<file path="src/rtl/exemem_sched_if.sv">
// Client and memory-port signal bundle for the exemem access scheduler.
// The master side is the environment (clients plus memory); the slave side is the scheduler.
interface exemem_sched_if #(
    parameter int ADDR_W = 8,
    parameter int DATA_W = 16
);
    logic              c0_req, c1_req;
    logic              c0_we, c1_we;
    logic [ADDR_W-1:0] c0_addr, c1_addr;
    logic [DATA_W-1:0] c0_wdata, c1_wdata;
    logic              c0_ack, c1_ack;
    logic              c0_rvalid, c1_rvalid;
    logic [DATA_W-1:0] c0_rdata, c1_rdata;
    logic [ADDR_W-1:0] mem_addr1, mem_addr2;
    logic [DATA_W-1:0] mem_dataIn1, mem_dataIn2;
    logic              mem_we1, mem_we2;
    logic [DATA_W-1:0] mem_dataOut1, mem_dataOut2;

    modport master (
        output c0_req, c1_req, c0_we, c1_we, c0_addr, c1_addr, c0_wdata, c1_wdata,
               mem_dataOut1, mem_dataOut2,
        input  c0_ack, c1_ack, c0_rvalid, c1_rvalid, c0_rdata, c1_rdata,
               mem_addr1, mem_addr2, mem_dataIn1, mem_dataIn2, mem_we1, mem_we2
    );

    modport slave (
        input  c0_req, c1_req, c0_we, c1_we, c0_addr, c1_addr, c0_wdata, c1_wdata,
               mem_dataOut1, mem_dataOut2,
        output c0_ack, c1_ack, c0_rvalid, c1_rvalid, c0_rdata, c1_rdata,
               mem_addr1, mem_addr2, mem_dataIn1, mem_dataIn2, mem_we1, mem_we2
    );
endinterface

</file>
<file path="src/rtl/exemem_sched.sv">
// Dual-port exemem access scheduler: post-reset clear, round-robin collision arbitration.
// Define EXEMEM_CLEAR_EN to compile in the clear sequence; otherwise reset goes straight to RUN.
module exemem_sched #(
    parameter int                ADDR_W      = 8,
    parameter int                DATA_W      = 16,
    parameter logic [DATA_W-1:0] CLEAR_VALUE = '0
) (
    input  logic           clk,
    input  logic           reset,
    output logic           busy,
    exemem_sched_if.slave  bus
);
    localparam logic [0:0] CLEAR = 1'b0;
    localparam logic [0:0] RUN   = 1'b1;

    logic [0:0]        state;
    logic [ADDR_W-2:0] cnt;
    logic              run, conflict, prio;

`ifdef EXEMEM_CLEAR_EN
    always_ff @(posedge clk or posedge reset) begin
        if (reset) begin
            state <= CLEAR;
            cnt   <= '0;
        end else if (state == CLEAR) begin
            cnt <= cnt + 1'b1;   // wraps to 0 on the last clear write
            if (&cnt) state <= RUN;
        end
    end
`else
    assign state = RUN;
    assign cnt   = '0;
`endif

    assign run  = (state == RUN);
    assign busy = ~run;

    // Two reads of one address may share a cycle; anything involving a write may not.
    assign conflict = bus.c0_req & bus.c1_req & (bus.c0_addr == bus.c1_addr)
                    & (bus.c0_we | bus.c1_we);
    assign bus.c0_ack = run & bus.c0_req & (~conflict | ~prio);
    assign bus.c1_ack = run & bus.c1_req & (~conflict |  prio);

    always_comb begin
        bus.mem_addr1   = bus.c0_addr;
        bus.mem_addr2   = bus.c1_addr;
        bus.mem_dataIn1 = bus.c0_wdata;
        bus.mem_dataIn2 = bus.c1_wdata;
        bus.mem_we1     = bus.c0_we & bus.c0_ack;
        bus.mem_we2     = bus.c1_we & bus.c1_ack;
        if (!run) begin
            bus.mem_addr1   = {cnt, 1'b0};
            bus.mem_addr2   = {cnt, 1'b1};
            bus.mem_dataIn1 = CLEAR_VALUE;
            bus.mem_dataIn2 = CLEAR_VALUE;
            bus.mem_we1     = 1'b1;
            bus.mem_we2     = 1'b1;
        end
    end

    always_ff @(posedge clk or posedge reset) begin
        if (reset) begin
            prio          <= 1'b0;
            bus.c0_rvalid <= 1'b0;
            bus.c1_rvalid <= 1'b0;
        end else begin
            bus.c0_rvalid <= bus.c0_ack & ~bus.c0_we;
            bus.c1_rvalid <= bus.c1_ack & ~bus.c1_we;
            if (run && conflict) prio <= ~prio;   // hand priority to the loser
        end
    end

    assign bus.c0_rdata = bus.mem_dataOut1;
    assign bus.c1_rdata = bus.mem_dataOut2;
endmodule

</file>
<file path="src/flat_wrapper.sv">
// flat-port wrapper written by rule: the top's interface ports become plain ports
module exemem_sched_flat 
#(
    parameter int                ADDR_W      = 8,
    parameter int                DATA_W      = 16,
    parameter logic [DATA_W-1:0] CLEAR_VALUE = '0
)
  (clk, reset, busy, bus_c0_req, bus_c1_req, bus_c0_we, bus_c1_we, bus_c0_addr, bus_c1_addr, bus_c0_wdata, bus_c1_wdata, bus_mem_dataOut1, bus_mem_dataOut2, bus_c0_ack, bus_c1_ack, bus_c0_rvalid, bus_c1_rvalid, bus_c0_rdata, bus_c1_rdata, bus_mem_addr1, bus_mem_addr2, bus_mem_dataIn1, bus_mem_dataIn2, bus_mem_we1, bus_mem_we2);
  exemem_sched_if #(.ADDR_W(ADDR_W), .DATA_W(DATA_W)) bus_i ();
  input  logic clk;
  input  logic reset;
  output logic busy;
  input wire logic [$bits(bus_i.c0_req)-1:0] bus_c0_req;
  input wire logic [$bits(bus_i.c1_req)-1:0] bus_c1_req;
  input wire logic [$bits(bus_i.c0_we)-1:0] bus_c0_we;
  input wire logic [$bits(bus_i.c1_we)-1:0] bus_c1_we;
  input wire logic [$bits(bus_i.c0_addr)-1:0] bus_c0_addr;
  input wire logic [$bits(bus_i.c1_addr)-1:0] bus_c1_addr;
  input wire logic [$bits(bus_i.c0_wdata)-1:0] bus_c0_wdata;
  input wire logic [$bits(bus_i.c1_wdata)-1:0] bus_c1_wdata;
  input wire logic [$bits(bus_i.mem_dataOut1)-1:0] bus_mem_dataOut1;
  input wire logic [$bits(bus_i.mem_dataOut2)-1:0] bus_mem_dataOut2;
  output wire logic [$bits(bus_i.c0_ack)-1:0] bus_c0_ack;
  output wire logic [$bits(bus_i.c1_ack)-1:0] bus_c1_ack;
  output wire logic [$bits(bus_i.c0_rvalid)-1:0] bus_c0_rvalid;
  output wire logic [$bits(bus_i.c1_rvalid)-1:0] bus_c1_rvalid;
  output wire logic [$bits(bus_i.c0_rdata)-1:0] bus_c0_rdata;
  output wire logic [$bits(bus_i.c1_rdata)-1:0] bus_c1_rdata;
  output wire logic [$bits(bus_i.mem_addr1)-1:0] bus_mem_addr1;
  output wire logic [$bits(bus_i.mem_addr2)-1:0] bus_mem_addr2;
  output wire logic [$bits(bus_i.mem_dataIn1)-1:0] bus_mem_dataIn1;
  output wire logic [$bits(bus_i.mem_dataIn2)-1:0] bus_mem_dataIn2;
  output wire logic [$bits(bus_i.mem_we1)-1:0] bus_mem_we1;
  output wire logic [$bits(bus_i.mem_we2)-1:0] bus_mem_we2;
  assign bus_i.c0_req = bus_c0_req;
  assign bus_i.c1_req = bus_c1_req;
  assign bus_i.c0_we = bus_c0_we;
  assign bus_i.c1_we = bus_c1_we;
  assign bus_i.c0_addr = bus_c0_addr;
  assign bus_i.c1_addr = bus_c1_addr;
  assign bus_i.c0_wdata = bus_c0_wdata;
  assign bus_i.c1_wdata = bus_c1_wdata;
  assign bus_i.mem_dataOut1 = bus_mem_dataOut1;
  assign bus_i.mem_dataOut2 = bus_mem_dataOut2;
  assign bus_c0_ack = bus_i.c0_ack;
  assign bus_c1_ack = bus_i.c1_ack;
  assign bus_c0_rvalid = bus_i.c0_rvalid;
  assign bus_c1_rvalid = bus_i.c1_rvalid;
  assign bus_c0_rdata = bus_i.c0_rdata;
  assign bus_c1_rdata = bus_i.c1_rdata;
  assign bus_mem_addr1 = bus_i.mem_addr1;
  assign bus_mem_addr2 = bus_i.mem_addr2;
  assign bus_mem_dataIn1 = bus_i.mem_dataIn1;
  assign bus_mem_dataIn2 = bus_i.mem_dataIn2;
  assign bus_mem_we1 = bus_i.mem_we1;
  assign bus_mem_we2 = bus_i.mem_we2;
  exemem_sched #(.ADDR_W(ADDR_W), .DATA_W(DATA_W), .CLEAR_VALUE(CLEAR_VALUE)) u_core (.clk(clk), .reset(reset), .busy(busy), .bus(bus_i));
endmodule
</file>
<file path="config.mk">
export PLATFORM = sky130hd
export DESIGN_NAME = exemem_sched_flat
export DESIGN_NICKNAME = d
export VERILOG_FILES = /design/src/rtl/exemem_sched_if.sv /design/src/rtl/exemem_sched.sv /design/src/flat_wrapper.sv
export SDC_FILE = /design/constraint.sdc
export NUM_CORES = 1
export LEC_CHECK = 0
export ABC_CLOCK_PERIOD_IN_PS = 1050
export BUFFER_PORTS_ARGS = -buffer_cell sky130_fd_sc_hd__buf_2
export CORE_MARGIN = 5
export CORE_UTILIZATION = 23
export DETAILED_ROUTE_END_ITERATION = 12
export PLACE_DENSITY = 0.76
export SLEW_MARGIN = 20
export SYNTH_ARGS = -nofsm -noshare
export SYNTH_HDL_FRONTEND = slang
export SYNTH_SLANG_ARGS = --single-unit
export TNS_END_PERCENT = 10
</file>
<file path="constraint.sdc">
create_clock -name clk -period 1.05 [get_ports clk]
set_input_delay 0.21 -clock clk [delete_from_list [all_inputs] [get_ports clk]]
set_output_delay 0.21 -clock clk [all_outputs]
set_load 0.02 [all_outputs]
</file>
==> impl_results.md <==
* Reg2Reg Capture Point: u_core.bus.c0_rvalid$_DFF_PP0_
* Final setup viols at 6
* Outcome: finished with violations
* Largest net degree at the start of global routing at 5
* Startpoint of the worst hold path: bus_c1_we
* FMAX at 669 MHz
* Layout Skew at 0.00221 ns
* Initial antenna violation count at 0
* Warnings from Yosys at 0
* Antenna-violating nets left at 0
* Hold Fails Final Rpt at 0
* Compound-gate portion of the synthesized area at 0.0113
* Hold Path Class: primary input to register
* Delay-heaviest family, CP: simple AND/OR/NAND/NOR gates
* Main combinational cell family by area after synthesis: buffers and inverters
* Synthesized cell area at 885 um^2
* Diodes inserted at 0
* Worst EP required at 0.84 ns
* Num CTS Buffers at 3
* Layout cells sized above 1 at 0.800
* Total Power at 0.000822 W
* DRT iter0 DRCs at 11
* Fin cells at 138
* Setup ws final at -0.445 ns
* Top fanout value on the critical path at 3
* Drt pass-1 iters at 4
* Final instance area at 895 um^2
* Filler instances at 430
* Layout area overhead at 1.13%
* Register-to-register setup slack at -0.06 ns
* Hold Path Depth at 3
* Sum Neg Setup Slack at -1.80 ns
* Syn Inst Count at 113
* Clock latency on the worst-skew pair at 0.21 ns
* Reg clk slew, reported paths at 0.03 ns
* Cell Rows at 22
* Syn Area/Cell at 7.83 um^2
* Slowest cell on crit path: nor4_4
* Commonest cells after routing, fill and taps aside: 32 x buf_2, 10 x buf_4, 8 x buf_6
* Routed WL per cell at 12.6 um
* Hold EP: u_core.bus.c1_rvalid$_DFF_PP0_
* Average via count per standard cell at 3.82
* WL final at 1740 um
* FF-to-FF path depth at 4
* CTS tree: yes
* CTS max path bufs at 2
* Lkg Pwr at 0.445 nW
* Placed cell areas at 624 um^2
* Reg area at 75.1 um^2
* Routed vias at 527
* Die area at 5190 um^2
* Setup crit end kind: primary output
* Area occupied by multi-input gates at 330 um^2
* Multiplexer share of the synthesized area at 0
* R2R Path Start: u_core.prio$_DFFE_PP0N_
* Setup CP Type: primary input to primary output
* Core area at 3690 um^2
* Most common cell after layout, fill and taps aside: buf_2
* CP cell instances: buf_8, xnor2_4, nand4_1, nor4_4, nor2b_2, buf_6
* Starting Density at 0.240
* Worst stage delay on the critical path at 0.42 ns
* IO buf count at 43
* Number of max-cap violations at 0
* Worst IR drop on VDD at 0.000193 V
* Minimum clock period at 1.50 ns
* Clock Sinks at 3
* Vias in the first global route at 536
* First-pass GRT wire length at 2510 um
* DRC viols at 0
* Syn Nets at 199
* HPWL Detailed at 1500 um
* Die X at 72.0 um
* Adder-Cell Fraction of Synth Area at 0
* Root buf cell: clkbuf_8
* GRT Total Usage at 0.0637
* Slew Viols, Final at 0
* Sequential element share of the synthesized area at 0.0849
* Grt total ovfl at 0
* Fin crit share at 1.42
* Routability cong. at 0.677
* Ports at 173
* Unrepaired setup endpoints after global routing: true
* Startpoint types: primary input
* H-tree depth at 1
* FF+latch count, synth at 3
* CP Data Arrival Time at 1.29 ns
* Unique masters post-synth at 16
* Xor and xnor area share after synthesis at 0.0891
* DP Cell Count at 129
* Synth Area in Simple Gates at 0.119
* CP startpoint: bus_c0_addr[5]
* Failing checks: setup timing
* Final nets at 177
* Die H at 72.0 um
* Pwr dens at 919 nW/um^2
* CP bufs+invs at 2
cells in the mapped netlist:
master,count,area (um^2)
buf_4,81,608
conb_1,1,3.75
dfrtp_1,3,75.1
inv_1,1,3.75
nand2_1,5,18.8
nand3_1,1,5.00
nand3_2,1,10.0
nand4_1,1,6.26
nor2_1,2,7.51
nor2b_1,2,12.5
nor3_1,1,5.00
nor3b_1,2,15.0
nor4_2,2,25.0
o211a_1,1,10.0
xnor2_1,8,70.1
xor2_1,1,8.76
registers in the layout, summed over array words and instances (netlist names):
name / flops
u_core.prio: 1
u_core.bus.c0_rvalid: 1
u_core.bus.c1_rvalid: 1
cell type report:
cell class,count,share of cell area
tap,48,0.0671
sequential,3,0.0839
timing repair buffer,54,0.425
inverter,1,0.00420
multi-input combinational,28,0.369
clock buffer,4,0.0503
metrics by stage:
| stage | setup slack (ns) | utilization | hold slack (ns) |
|---|---|---|---|
| floorplan | -0.155 | - | -0.0364 |
| finish | -0.445 | 0.243 | 0.270 |
| detailed placement | -0.524 | 0.169 | 0.0844 |
| global route | -0.542 | 0.243 | 0.275 |
| CTS | -0.457 | 0.236 | 0.268 |
| global placement | -0.510 | 0.169 | 0.0820 |
cells by family (layout without fill, tap and decap cells):
logic type	count (synthesis)	in the layout
other	1	1
buffers and inverters	82	59
AND/OR/NAND/NOR	17	17
flip-flops	3	3
AO/OA/AOI/OAI	1	1
XOR/XNOR	9	9
power breakdown:
group	total (W)	internal [W]	switching [W]
sequential	0.000126	0.000123	0.00000251
combinational	0.000362	0.000189	0.000173
clock	0.000335	0.000259	0.0000756
what timing repair did:
action,4_1_cts,5_1_grt
setup buffers,4,0
hold buffers,1,0
pin swaps,8,3
resized for setup,29,6
endpoints found under the setup margin,7,7
endpoints found under the hold margin,3,0
worst reg2reg max path: cells and delay by family (launching register included):
| kind | cells | cell delay [ns] |
|---|---|---|
| and+or+nand+nor | 3 | 0.48 |
| DFF | 1 | 0.35 |
| buffers and inverters | 1 | 0.16 |
worst max path at each step:
stage | endpoint | depth (start not counted)
finish | bus_c1_ack | 6
detailed placement | bus_mem_we1 | 6
global route | bus_mem_we2 | 6
floorplan | bus_mem_we1 | 3
CTS | bus_c1_ack | 6
global placement | bus_mem_we1 | 6
routing by layer:
layer / wire length, um / track usage / up-vias
li1: - / - / 224
met1: 465 / 0.0507 / 221
met2: 781 / 0.0888 / 54
met3: 318 / 0.0319 / 28
met4: 174 / 0.106 / 0
met5: 0 / 0 / -
Note: power is estimated with default switching activity, not from simulation.
